==> config.mk <==
export PLATFORM = sky130hd
export DESIGN_NAME = mole_field
export DESIGN_NICKNAME = d
export VERILOG_FILES = /design/src/rtl/mole_pkg.sv /design/src/rtl/mole_slot.sv /design/src/rtl/mole_field.sv
export SDC_FILE = /design/constraint.sdc
export NUM_CORES = 1
export LEC_CHECK = 0
export BUFFER_PORTS_ARGS = -buffer_cell sky130_fd_sc_hd__buf_2
export CAP_MARGIN = 20
export CORE_MARGIN = 10
export CORE_UTILIZATION = 25
export DETAILED_ROUTE_END_ITERATION = 8
export GPL_TIMING_DRIVEN = 0
export SLEW_MARGIN = 20
export SYNTH_ARGS = -nofsm -noshare
export SYNTH_HDL_FRONTEND = slang
export SYNTH_SLANG_ARGS = --single-unit
==> constraint.sdc <==
create_clock -name clk -period 7.11 [get_ports clk]
set_input_delay 1.7775 -clock clk [delete_from_list [all_inputs] [get_ports clk]]
set_output_delay 1.7775 -clock clk [all_outputs]
set_load 0.05 [all_outputs]
==> src/rtl/mole_pkg.sv <==
// Shared state type and arithmetic helpers for the whack-a-mole field.
// Declarations only: no timing and no flow control of its own.
package mole_pkg;

   typedef enum logic [1:0] {
      IDLE = 2'd0,
      RUN  = 2'd1,
      DONE = 2'd2
   } state_t;

   function automatic int life_w(input int life_ticks);
      return $clog2(life_ticks + 1);
   endfunction

   function automatic logic [31:0] popcount(input logic [63:0] v);
      logic [31:0] c;
      c = '0;
      for (int i = 0; i < 64; i++) begin
         c = c + {31'd0, v[i]};
      end
      return c;
   endfunction

   // Clamps at 2**w-1 instead of wrapping; w must stay below 32.
   function automatic logic [31:0] sat_add(input logic [31:0] a, input logic [31:0] b, input int w);
      logic [32:0] sum;
      logic [32:0] lim;
      sum = {1'b0, a} + {1'b0, b};
      lim = (33'd1 << w) - 33'd1;
      return (sum > lim) ? lim[31:0] : sum[31:0];
   endfunction

endpackage

==> src/rtl/mole_slot.sv <==
// One hole: lifetime counter, up while non-zero; 1-cycle update latency.
// No backpressure: clear beats load beats tick, expire flags the last tick.
module mole_slot
   import mole_pkg::*;
#(
   parameter int LIFE_TICKS = 8
) (
   input  logic clk,
   input  logic rst_n,
   input  logic load,
   input  logic clear,
   input  logic tick_en,
   output logic up,
   output logic expire
);

   localparam int LW = life_w(LIFE_TICKS);

   logic [LW-1:0] life_q;
   logic [LW-1:0] life_d;

   always_comb begin
      life_d = life_q;
      if (clear) begin
         life_d = '0;
      end else if (load) begin
         life_d = LW'(LIFE_TICKS);
      end else if (tick_en && up) begin
         life_d = life_q - LW'(1);
      end
   end

   always_ff @(posedge clk or negedge rst_n) begin
      if (!rst_n) begin
         life_q <= '0;
      end else begin
         life_q <= life_d;
      end
   end

   assign up     = (life_q != '0);
   assign expire = tick_en && (life_q == LW'(1));

endmodule

==> src/rtl/mole_field.sv <==
// Multi-mole field: game FSM, spawn timer, spawn arbitration, hit/miss scoring; 1-cycle latency, no backpressure.
// Define MOLE_PENALTY_EN to count hits on empty holes as misses.
module mole_field
   import mole_pkg::*;
#(
   parameter int N_HOLES     = 16,
   parameter int IDX_W       = 4,
   parameter int MAX_ACTIVE  = 3,
   parameter int LIFE_TICKS  = 8,
   parameter int SPAWN_TICKS = 4,
   parameter int SCORE_W     = 8
) (
   input  logic                         clk,
   input  logic                         rst_n,
   input  logic                         start,
   input  logic                         isFinished,
   input  logic                         tick,
   input  logic [IDX_W-1:0]             random_value,
   input  logic [N_HOLES-1:0]           hit,
   output logic [N_HOLES-1:0]           mole,
   output logic [SCORE_W-1:0]           hit_count,
   output logic [SCORE_W-1:0]           miss_count,
   output logic [$clog2(N_HOLES+1)-1:0] active_count,
   output logic                         running
);

   localparam int AC_W = $clog2(N_HOLES + 1);
   localparam int ST_W = (SPAWN_TICKS > 1) ? $clog2(SPAWN_TICKS) : 1;

   state_t             state_q, state_d;
   logic [ST_W-1:0]    spawn_q, spawn_d;
   logic [SCORE_W-1:0] hit_q, hit_d;
   logic [SCORE_W-1:0] miss_q, miss_d;

   logic               restart;
   logic               run_act;
   logic               tick_en;
   logic               attempt;
   logic               spawn_ok;
   logic [N_HOLES-1:0] sel_v;
   logic [N_HOLES-1:0] hit_v;
   logic [N_HOLES-1:0] miss_v;
   logic [N_HOLES-1:0] pen_v;
   logic [N_HOLES-1:0] load_v;
   logic [N_HOLES-1:0] clear_v;
   logic [N_HOLES-1:0] expire_v;

   for (genvar i = 0; i < N_HOLES; i++) begin : g_slot
      mole_slot #(
         .LIFE_TICKS(LIFE_TICKS)
      ) u_slot (
         .clk    (clk),
         .rst_n  (rst_n),
         .load   (load_v[i]),
         .clear  (clear_v[i]),
         .tick_en(tick_en),
         .up     (mole[i]),
         .expire (expire_v[i])
      );
   end

   always_comb begin
      state_d = state_q;
      case (state_q)
         IDLE:    if (start)      state_d = RUN;
         RUN:     if (isFinished) state_d = DONE;
         DONE:    if (start)      state_d = RUN;
         default:                 state_d = IDLE;
      endcase
   end

   // isFinished discards everything in its own cycle so the field freezes on the pre-cycle value.
   assign restart = start && (state_q != RUN);
   assign run_act = (state_q == RUN) && !isFinished;
   assign tick_en = run_act && tick;
   assign attempt = tick_en && (spawn_q == ST_W'(SPAWN_TICKS - 1));

   always_comb begin
      sel_v = '0;
      for (int i = 0; i < N_HOLES; i++) begin
         sel_v[i] = (random_value == IDX_W'(i));
      end
   end

   // Occupancy and the active limit use this cycle's field, before hits and expiries land.
   assign spawn_ok = attempt && (|sel_v) && !(|(sel_v & mole))
                     && (active_count < AC_W'(MAX_ACTIVE));
   assign load_v   = spawn_ok ? sel_v : '0;
   assign hit_v    = run_act ? (hit & mole) : '0;
   assign miss_v   = expire_v & ~hit_v;
   assign clear_v  = restart ? '1 : hit_v;

`ifdef MOLE_PENALTY_EN
   assign pen_v = run_act ? (hit & ~mole) : '0;
`else
   assign pen_v = '0;
`endif

   always_comb begin
      spawn_d = spawn_q;
      if (restart) begin
         spawn_d = '0;
      end else if (tick_en) begin
         spawn_d = attempt ? '0 : spawn_q + ST_W'(1);
      end
   end

   // Penalty holes are empty and expiring holes are up, so the two sets never overlap.
   always_comb begin
      hit_d  = hit_q;
      miss_d = miss_q;
      if (restart) begin
         hit_d  = '0;
         miss_d = '0;
      end else begin
         hit_d  = SCORE_W'(sat_add(32'(hit_q), popcount(64'(hit_v)), SCORE_W));
         miss_d = SCORE_W'(sat_add(32'(miss_q), popcount(64'(miss_v | pen_v)), SCORE_W));
      end
   end

   always_ff @(posedge clk or negedge rst_n) begin
      if (!rst_n) begin
         state_q <= IDLE;
         spawn_q <= '0;
         hit_q   <= '0;
         miss_q  <= '0;
      end else begin
         state_q <= state_d;
         spawn_q <= spawn_d;
         hit_q   <= hit_d;
         miss_q  <= miss_d;
      end
   end

   assign hit_count    = hit_q;
   assign miss_count   = miss_q;
   assign active_count = AC_W'(popcount(64'(mole)));
   assign running      = (state_q == RUN);

endmodule

==> impl_metrics.csv, run 1 <==
group,metric,value,unit
outcome,status,"complete, no violations",
pwr,ir_drop,0.111,mV
synthesis,synth_area_leaders,"dfrtp_1 31%, fa_1 10%, ha_1 9.9%",
routing,vias,5597,
synthesis,synth_top_area_share,30.9,%
cells_and_area,post-route-util,29.5,%
timing,timing.hold.ws,0.555,ns
placement,hpwl,16.2,mm
timing,max_freq,146,MHz
worst_setup_path,worstSetupStartpointType,"flop",
worst_setup_path,critPathSlowestCell,"fa_1",
synthesis,ys_ff_latch,84,
cts,insertion_delay,0.35,ns
floorplanning,ios,63,
synthesis,synth_ff_type,"dfrtp_1",
synthesis,synth-edff-count,0,
synthesis,synth_commonest_cells,"91 x inv_1, 84 x dfrtp_1, 84 x nand2_1",
synthesis,syn_area,6800,µm²
routing,drc_errors,0,
synthesis,synth_compound_area_share,11.1,%
routing,drt_iter0_drc,380,
synthesis,synth_xor_area_share,4.51,%
floorplanning,die_area,34200,µm²
pwr,pwr_density_cell,162,nW/µm²
cts,cts_tree,"built",
timing,layout_min_cycle_time,6.84,ns
synthesis,syn_inst,751,
routing,avgViaCountPerCell,4.79,
worst_setup_path,crit_chain,"inv_1 > ha_1 > or3b_2 > clkbuf_1 > inv_1 > fa_1 > inv_1 > fa_1 > fa_1 > fa_1 > ha_1 > a21o_1 > a21oi_1 > xnor2_2 > inv_1 > buf_2",
worst_hold_path,hold_path_class,"flop to flop",
global_routing,grt_usage,11.9,%
pwr,combinationalPowerShare,21.0,%
placement,numPortBuffers,60,
pwr,total_leakage_power,0.00386,µW
routing,dr.pass1.iters,4,
global_routing,antenna_found_initial,0,
cts,cts-root-buf,"clkbuf_16",
synthesis,yosysTopAreaCell,"dfrtp_1",
cts,cts_sinks,84,
worst_setup_path,cp.required,5.33,ns
timing,rsz0062_at_grt,"no",
synthesis,yosysMostFrequentCell,"inv_1",
cells_and_area,num_antenna_cells,0,
synthesis,avgSynthCellArea,9.05,µm²
floorplanning,coreArea,26900,µm²
timing,hold_violations,0,
pwr,sequentialPowerShare,38.8,%
cells_and_area,drive_gt1_share,16.6,%
cts,cts-buffers-inserted,9,
worst_setup_path,crit_path_end_kind,"primary output",
routing,ant_nets,0,
synthesis,synth_fa_ha_area_share,20.0,%
routing,wire_per_inst,17.2,µm
cells_and_area,area_growth,16.6,%
pwr,switchingPower,403,µW
synthesis,synth-simple-area-share,23.7,%
cells_and_area,layout.nets,935,
timing,period_share,96.2,%
floorplanning,die_height,185,µm
synthesis,ys_types,67,
worst_setup_path,cp_slowest_stage_delay,0.53,ns
synthesis,synth_warnings,0,
global_routing,grt_pass1_wl,31.3,mm
timing,tightest_slew,0.857,ns
global_routing,grt_pass1_vias,5646,
timing,finalSetupViolCount,0,
synthesis,synth_top_family_by_area,"simple AND/OR/NAND/NOR gates",
cts,cts.clk_slew.worst_paths,0.07,ns
synthesis,syn_nets,864,
floorplanning,rows,60,
routing,wl,20.1,mm
worst_setup_path,cp.buffers_inverters,6,
synthesis,async_reset_ff_share,100,%
synthesis,seq_area_frac_synth,30.9,%
pwr,total_power,1280,µW
worst_setup_path,crit_type,"flop to primary output",
synthesis,synth_mux_area_share,0.295,%
worst_setup_path,worstPathMaxFanout,5,
floorplanning,dieWidth,185,µm
cts,h-tree-depth,3,
timing,relSlewSlack,42.4,%
job,cap_violations,0,
floorplanning,initial_core_util,25.3,%
timing,final_max_slew_viol_count,0,
pwr,netSwitchingFraction,31.4,%
timing,tns,0,ns
cts,clk_path_buf_depth,2,
global_routing,globalRouteOverflowTotal,0,
global_routing,grt_start_max_net_pins,71,
pwr,p_clk_share,40.2,%
pwr,internal_power,881,µW
timing,skew,0.0151,ns
worst_setup_path,critPathArrivalTime,5.07,ns
worst_setup_path,cp_top_family,"adder cells",
placement,place.gp.congestion,0.838,
[tightest hold or removal path, cell delays in order (launching register included)]
cell and delay (ns):
dfrtp_1 0.36, a21oi_1 0.07, nor2_1 0.08
[logic make-up after synthesis]
logic type | Yosys count
DFF | 84
buffers and inverters | 135
muxes | 2
xor gates and xnor gates | 35
AOI/OAI and AO/OA | 117
and+or+nand+nor | 290
adders and majority gates | 88
[sequential cells by signal (all words and copies together), names as in the netlist]
register              flops
g_slot.u_slot.life_q     64
hit_count                 8
miss_count                8
spawn_q                   2
state_q                   2
[cell type report]
type	instances	area, µm²
plain buffers	42	309
clock buffers	14	284
clock inverters	2	38.8
fillers	2849	18900
inverters	91	342
multi-input cells	532	4080
flip-flops and latches	84	2100
well taps	341	427
repair buffers	62	342
[per-layer routing]
metal	global-route usage, %	routed length, µm	vias to the layer above
met1	14.4	8620	2733
met2	20.5	9990	143
met5	0	0	-
li1	-	-	2698
met4	4.19	461	0
met3	2.33	1050	23
[stage by stage]
step / instance area [µm²] / cells / worst slack [ns]
2_1_floorplan: 6800 / 751 / 0.339
3_3_place_gp: 7520 / 1152 / -1.41
3_5_place_dp: 7560 / 1153 / -1.38
4_1_cts: 7890 / 1168 / 0.0307
5_1_grt: 7930 / 1168 / 0.0264
6_report: 7930 / 1168 / 0.267
[what timing repair did]
action                                  in CTS  in global routing
resized for setup                            5                 10
hold buffers                                 0                  0
endpoints found under the setup margin      16                  9
pin swaps                                    1                  4
setup buffers                                1                  0
[path summary, 6_finish.rpt]
kind | from | to | slack (ns) | cells after the start
worst max-delay path | g_slot[1].u_slot.life_q[0] | active_count[3] | 0.27 | 16
worst min-delay path | g_slot[13].u_slot.life_q[1] | g_slot[13].u_slot.life_q[1] | 0.56 | 2
worst max register to register | g_slot[1].u_slot.life_q[0] | g_slot[0].u_slot.life_q[1] | 0.97 | 18
worst min register to register | g_slot[13].u_slot.life_q[1] | g_slot[13].u_slot.life_q[1] | 0.56 | 2
max in group asynchronous | rst_n | g_slot[15].u_slot.life_q[0] | 5.22 | 2
min in group asynchronous | rst_n | g_slot[11].u_slot.life_q[0] | 1.25 | 1
[placed cells by master (no fill, tap or decap), types with 5 or more instances in the layout]
| cell | instances |
|---|---|
| clkbuf_1 | 12 |
| clkbuf_8 | 10 |
| o21ai_0 | 15 |
| nand3_1 | 31 |
| fa_1 | 34 |
| clkbuf_16 | 9 |
| nor3b_1 | 7 |
| nor2b_1 | 7 |
| buf_4 | 18 |
| nor2_1 | 43 |
| nand2_1 | 83 |
| or4_1 | 10 |
| nand4b_1 | 7 |
| a211oi_1 | 10 |
| xor2_1 | 11 |
| nand2b_1 | 5 |
| ha_1 | 54 |
| buf_2 | 59 |
| and4b_1 | 5 |
| or3b_2 | 9 |
| inv_1 | 91 |
| a31oi_1 | 5 |
| nor3_1 | 26 |
| a21oi_1 | 45 |
| nand4_1 | 6 |
| a21o_1 | 6 |
| o22ai_1 | 5 |
| dfrtp_1 | 84 |
| nor4_1 | 12 |
| xnor2_1 | 23 |
[power groups by stage]
| stage | combinational, µW | clock [µW] | sequential [µW] |
|---|---|---|---|
| after CTS | 272 | 524 | 498 |
| after floorplan | 175 | 0 | 511 |
| after global placement | 265 | 0 | 506 |
| after detailed placement | 271 | 0 | 507 |
| after global routing | 295 | 544 | 500 |
| final | 269 | 516 | 498 |
(Power assumes the default switching activity.)
==> run 2, diff against run 1 <==
--- a/config.mk
+++ b/config.mk
@@ -5,6 +5,7 @@
 export SDC_FILE = /design/constraint.sdc
 export NUM_CORES = 1
 export LEC_CHECK = 0
+export ABC_AREA = 1
 export BUFFER_PORTS_ARGS = -buffer_cell sky130_fd_sc_hd__buf_2
 export CAP_MARGIN = 20
 export CORE_MARGIN = 10
==> run 2 against run 1 <==
Cell count grew 12%. Clock-buffer cell count shrank 2. Highest routed layer is now met5. Flip-flop and latch count is the same.
==> impl_metrics.csv, run 2 <==
group,metric,value,unit
outcome,status,"complete, no violations",
timing,final_max_slew_viol_count,0,
worst_setup_path,critPathSlowestCell,"fa_1",
routing,wire_per_inst,14.4,µm
timing,rsz0062_at_grt,"no",
worst_setup_path,cpMostUsedCell,"fa_1",
worst_setup_path,crit_path_end_kind,"flop",
synthesis,seq_area_frac_synth,30.5,%
timing,relSlewSlack,53.3,%
synthesis,synth_area_leaders,"dfrtp_1 30%, fa_1 9.9%, ha_1 9.8%",
cells_and_area,stdcell_count,1306,
cts,cts-root-buf,"clkbuf_16",
worst_hold_path,hold_path_class,"flop to flop",
cells_and_area,final_cell_mix,"171 x nand2_1, 146 x inv_1, 100 x nand3_1",
global_routing,antenna_found_initial,4,
cts,cts-buffers-inserted,9,
synthesis,synth_top_area_share,30.5,%
placement,place_area,7670,µm²
cells_and_area,largest_reg_flops,64,
global_routing,grt_start_max_net_pins,61,
placement,place.gp.congestion,0.936,
timing,skew,0.0104,ns
cells_and_area,fill_cells,2899,
placement,place_inst,1289,
floorplanning,ios,63,
cts,cts_sinks,84,
cells_and_area,layout_commonest_cell,"nand2_1",
synthesis,avgSynthCellArea,7.79,µm²
synthesis,synth_commonest_cells,"172 x nand2_1, 146 x inv_1, 100 x nand3_1",
floorplanning,die_area,34600,µm²
cts,cts_setup_buffers,0,
worst_setup_path,worstSetupStartpointType,"primary input",
synthesis,ys_ff_latch,84,
synthesis,synth_ff_type,"dfrtp_1",
worst_setup_path,critPathArrivalTime,6.91,ns
cts,clk_path_buf_depth,2,
floorplanning,coreArea,27000,µm²
routing,vias,5972,
worst_setup_path,worstPathMaxFanout,19,
global_routing,grt_pass1_vias,6007,
worst_setup_path,crit_type,"primary input to flop",
routing,avgViaCountPerCell,4.57,
placement,numPortBuffers,62,
synthesis,syn_nets,998,
timing,period_share,93.8,%
routing,drc_errors,0,
floorplanning,dieWidth,186,µm
global_routing,globalRouteOverflowTotal,0,
routing,drt_iter0_drc,481,
worst_setup_path,cp_slowest_stage_delay,0.57,ns
timing,max_freq,150,MHz
synthesis,async_reset_ff_share,100,%
cts,h-tree-depth,3,
cells_and_area,stdcell_area,7970,µm²
timing,tightest_slew,0.700,ns
worst_setup_path,cp.required,7.35,ns
floorplanning,initial_core_util,25.5,%
routing,wl,18.9,mm
cells_and_area,area_growth,15.6,%
global_routing,grt_usage,11.4,%
cells_and_area,top_register,"g_slot.u_slot.life_q",
cts,cts.clk_slew.worst_paths,0.07,ns
synthesis,syn_inst,885,
synthesis,syn_area,6900,µm²
routing,dr.pass1.iters,5,
floorplanning,rows,60,
global_routing,grt_pass1_wl,30.9,mm
synthesis,yosysMostFrequentCell,"nand2_1",
synthesis,yosysTopAreaCell,"dfrtp_1",
timing,finalSetupViolCount,0,
synthesis,synth-edff-count,0,
cells_and_area,drive_gt1_share,15.5,%
timing,timing.hold.ws,0.493,ns
synthesis,synth_warnings,0,
cts,cts_hold_buf,0,
cts,insertion_delay,0.35,ns
synthesis,ys_types,27,
timing,hold_violations,0,
placement,hpwl,15.3,mm
cts,cts_tree,"built",
timing,layout_min_cycle_time,6.67,ns
job,cap_violations,0,
routing,ant_nets,0,
cells_and_area,layout.nets,1071,
floorplanning,die_height,186,µm
## run 2: changes by cell type after synthesis, moves of 11 or more
cell,change
nand2_1,+88
nand3_1,+69
inv_1,+55
nand4_1,+30
nor2_1,+23
xnor2_1,-20
xor2_1,+20
nand3_2,+14
or2_2,+14
nor3_1,-12
nor4_1,-12
clkbuf_1,-11
## run 2: per-layer routing
metal	wire [µm]	vias up	share of wire, %	track usage, %
li1	-	2965	-	-
met1	8340	2790	44	14.0
met2	8770	175	46	18.8
met3	1180	38	6.3	3.06
met4	547	4	2.9	4.45
met5	21	-	0.11	0
## run 2: cell type report
type | instances | area (µm²) | share of cell area (%)
inverters | 151 | 569 | 7.14
multi-input cells | 622 | 4050 | 50.8
repair buffers | 63 | 344 | 4.32
clock buffers | 12 | 267 | 3.34
well taps | 341 | 427 | 5.35
clock inverters | 4 | 22.5 | 0.282
diodes | 2 | 5.00 | 0.0628
plain buffers | 27 | 190 | 2.39
flip-flops and latches | 84 | 2100 | 26.4
## run 2: through the flow
| stage | TNS (ns) | setup slack (ns) | util (%) |
|---|---|---|---|
| after global routing | 0 | 0.0523 | 29.5 |
| after CTS | 0 | 0.229 | 29.4 |
| after floorplan | 0 | 0.617 | - |
| final | 0 | 0.437 | 29.5 |
| after detailed placement | -3.74 | -0.531 | 28.4 |
| after global placement | -3.44 | -0.506 | 28.2 |
## run 2: path summary, 6_finish.rpt
kind                            start                         end  slack, ns  cells after the start
min                        state_q[0]                  state_q[1]       0.49                      1
max                        isFinished               miss_count[0]       0.44                     25
max in group asynchronous       rst_n  g_slot[7].u_slot.life_q[0]       5.23                      2
max reg2reg                state_q[1]               miss_count[0]       1.48                     26
min in group asynchronous       rst_n  g_slot[0].u_slot.life_q[3]       1.29                      1
min reg2reg                state_q[0]                  state_q[1]       0.49                      1
## run 2: timing repair
item                                    in CTS  in global routing
endpoints found under the hold margin        0                  0
endpoints found under the setup margin       7                  7
cloned                                       0                  0
gates resized for setup                      2                  3
## run 2: worst max-delay path, delay by kind of cell
family          cells  cell delay, ns
fa+ha+maj           6            2.96
simple gates        9            0.99
buf+inv             8            0.84
compound gates      2            0.32
## run 2: cell families (layout without fill, tap and decap cells)
family | after synthesis | after routing | share of synthesized area [%]
xor+xnor | 35 | 35 | 4.44
flops | 84 | 84 | 30.5
simple gates | 435 | 435 | 29.6
fa+ha+maj | 88 | 88 | 19.7
compound gates | 64 | 64 | 4.84
other cells | 0 | 2 | 0
buf+inv | 179 | 257 | 11.0
Power of run 2 is left out: the tool's default activity adds up to more than one toggle a clock period on the data nets, which glitch-free logic cannot reach.
==> run 3, diff against run 2 <==
--- a/config.mk
+++ b/config.mk
@@ -15,4 +15,5 @@
 export SLEW_MARGIN = 20
 export SYNTH_ARGS = -nofsm -noshare
 export SYNTH_HDL_FRONTEND = slang
+export SYNTH_HIERARCHICAL = 1
 export SYNTH_SLANG_ARGS = --single-unit
==> run 3 against run 2 <==
Fmax grew 2.3%. Via count grew 4.5%. Flip-flop and latch count is the same. Synthesized cell count grew 12%. Critical path type unchanged. Cell area grew 12%. Register-to-register slack gained 0.25 ns. Critical path depth grew 2. Die area grew 11%. Cell count grew 12%. Worst setup slack gained 0.15 ns.
==> impl_metrics.csv, run 3 <==
group,metric,value,unit
outcome,status,"complete, no violations",
cells_and_area,final_cell_mix,"212 x nand2_1, 175 x inv_1, 131 x nand3_1",
cts,h-tree-depth,3,
cells_and_area,ff_latch_area,2100,µm²
synthesis,async_reset_ff_share,100,%
worst_setup_path,crit_type,"primary input to flop",
floorplanning,coreArea,30600,µm²
synthesis,synth_top_area_share,27.1,%
job,cap_violations,0,
placement,hpwl,15.9,mm
synthesis,synth_warnings,6,
synthesis,seq_area_frac_synth,27.1,%
timing,tightest_slew,0.802,ns
floorplanning,die_area,38400,µm²
cells_and_area,top_register,"g_slot.u_slot/life_q",
timing,fin_ws,0.587,ns
floorplanning,ios,63,
synthesis,synth-edff-count,0,
synthesis,yosysTopAreaCell,"dfrtp_1",
synthesis,synth_ff_type,"dfrtp_1",
routing,wire_per_inst,13.5,µm
synthesis,ys_types,27,
cts,cts.clk_slew.worst_paths,0.07,ns
global_routing,busiest_layer,"met2",
global_routing,grt_pass1_wl,32.3,mm
placement,dp_slack,-0.151,ns
synthesis,yosysMostFrequentCell,"nand2_1",
cells_and_area,post-route-util,29.3,%
routing,avgViaCountPerCell,4.25,
worst_setup_path,cp.required,7.35,ns
floorplanning,dieWidth,196,µm
cts,insertion_delay,0.35,ns
cts,clk_path_buf_depth,2,
timing,layout_min_cycle_time,6.52,ns
global_routing,globalRouteOverflowTotal,0,
worst_setup_path,worstSetupStartpointType,"primary input",
routing,wl,19.8,mm
timing,period_share,91.7,%
timing,rsz0062_at_grt,"no",
global_routing,grt_pass1_vias,6189,
cts,cts_sinks,84,
cells_and_area,layout_commonest_cell,"nand2_1",
routing,drc_errors,0,
cts,cts-root-buf,"clkbuf_16",
floorplanning,rows,64,
global_routing,met1_usage,13.5,%
synthesis,syn_nets,1116,
placement,place.gp.congestion,0.855,
routing,ant_nets,0,
floorplanning,initial_core_util,25.3,%
global_routing,grt_usage,10.5,%
cells_and_area,drive_gt1_share,22.4,%
timing,max_freq,153,MHz
synthesis,avgSynthCellArea,7.85,µm²
cells_and_area,fill_cells,3296,
synthesis,syn_area,7750,µm²
cts,cts_tree,"built",
routing,dr.pass1.iters,4,
cells_and_area,layout.nets,1198,
global_routing,antenna_found_initial,1,
synthesis,ys_ff_latch,84,
synthesis,synth_commonest_cells,"212 x nand2_1, 176 x inv_1, 131 x nand3_1",
cells_and_area,num_antenna_cells,0,
placement,numPortBuffers,62,
global_routing,use_met2,16.9,%
worst_setup_path,worstPathMaxFanout,9,
timing,hold_violations,0,
cells_and_area,largest_reg_flops,64,
cells_and_area,area_growth,15.7,%
synthesis,syn_inst,987,
timing,finalSetupViolCount,0,
timing,final_max_slew_viol_count,0,
synthesis,synth_area_leaders,"dfrtp_1 27%, ha_1 11%, nand2_1 10%",
cts,cts-buffers-inserted,9,
timing,relSlewSlack,46.6,%
routing,vias,6240,
cells_and_area,multiInputGateArea,4850,µm²
global_routing,grt_start_max_net_pins,61,
worst_hold_path,hold_path_class,"flop to flop",
routing,drt_iter0_drc,366,
timing,skew,0.0100,ns
global_routing,met3_usage,1.91,%
worst_setup_path,critPathArrivalTime,6.77,ns
worst_setup_path,crit_path_end_kind,"flop",
floorplanning,die_height,196,µm
## run 3: changes by cell type after synthesis, moves of 27 or more
cell / previous run / this run
nand4_1: 36 / 2
o21ai_2: 0 / 32
nor2_4: 2 / 29
nand2_2: 4 / 32
inv_1: 146 / 176
nand2_1: 172 / 212
a21oi_1: 43 / 6
nand3_1: 100 / 131
## run 3: area by class of cell
class | count | area share (%)
Multi-Input combinational cell | 707 | 54.1
Sequential cell | 84 | 23.5
Inverter | 192 | 8.53
Tap cell | 396 | 5.53
Timing Repair Buffer | 71 | 4.79
Clock buffer | 13 | 2.79
Clock inverter | 2 | 0.391
Buffer | 4 | 0.377
## run 3: path summary, 6_finish.rpt
kind                                 start                    endpoint  slack [ns]  cells past startpoint
max in group asynchronous            rst_n  g_slot[7].u_slot/life_q[0]        5.23                      2
worst max register to register  state_q[1]               miss_count[7]        1.73                     26
worst min-delay path            spawn_q[0]                  spawn_q[0]        0.50                      1
min in group asynchronous            rst_n  g_slot[8].u_slot/life_q[1]        1.29                      1
worst min register to register  spawn_q[0]                  spawn_q[0]        0.50                      1
worst max-delay path            isFinished               miss_count[7]        0.59                     27
## run 3: through the flow
stage	cell area (µm²)	hold slack (ns)	instances	TNS [ns]
final	8960	0.504	1469	0
after global routing	8960	0.524	1469	0
after floorplan	7750	0.460	987	0
after global placement	8550	0.476	1445	-2.70
after detailed placement	8610	0.492	1447	-0.613
after CTS	8890	0.507	1462	0
## run 3: logic make-up (layout without fill, tap and decap cells)
logic type | after synthesis | count (layout) | share of synthesized area, %
AND/OR/NAND/NOR | 513 | 514 | 33.8
buffers and inverters | 197 | 282 | 10.3
adder cells (fa/ha/maj) | 104 | 104 | 20.1
flip-flops | 84 | 84 | 27.1
AO/OA/AOI/OAI | 68 | 68 | 6.30
XOR/XNOR | 21 | 21 | 2.37
## run 3: what timing repair did
item / CTS / global route
gates resized for setup: 0 / 1
buffers inserted: 0 / 7
setup endpoints to repair: 0 / 6
hold buffers: 0 / 0
## run 3: critical path: stages
cell     delay [ns]
buf_2          0.10
inv_1          0.06
nand3_2        0.21
nor2_4         0.20
buf_4          0.21
inv_1          0.05
nor2_1         0.11
nand2_1        0.12
fa_1           0.54
inv_1          0.05
fa_1           0.54
inv_1          0.06
fa_1           0.49
inv_1          0.07
fa_1           0.50
fa_1           0.48
fa_1           0.41
nand2_1        0.08
nand3_1        0.06
nand2_1        0.11
inv_1          0.07
nand2_1        0.05
nand2_1        0.09
inv_1          0.13
nand3_1        0.08
nand2_1        0.06
inv_1          0.04
## run 3: metal layers
metal / part of all wire, % / wire, µm
met5: 0.040 / 8
met4: 2.6 / 513
met3: 4.3 / 845
met2: 46 / 9150
met1: 47 / 9310
Power of run 3 is left out for the same reason.
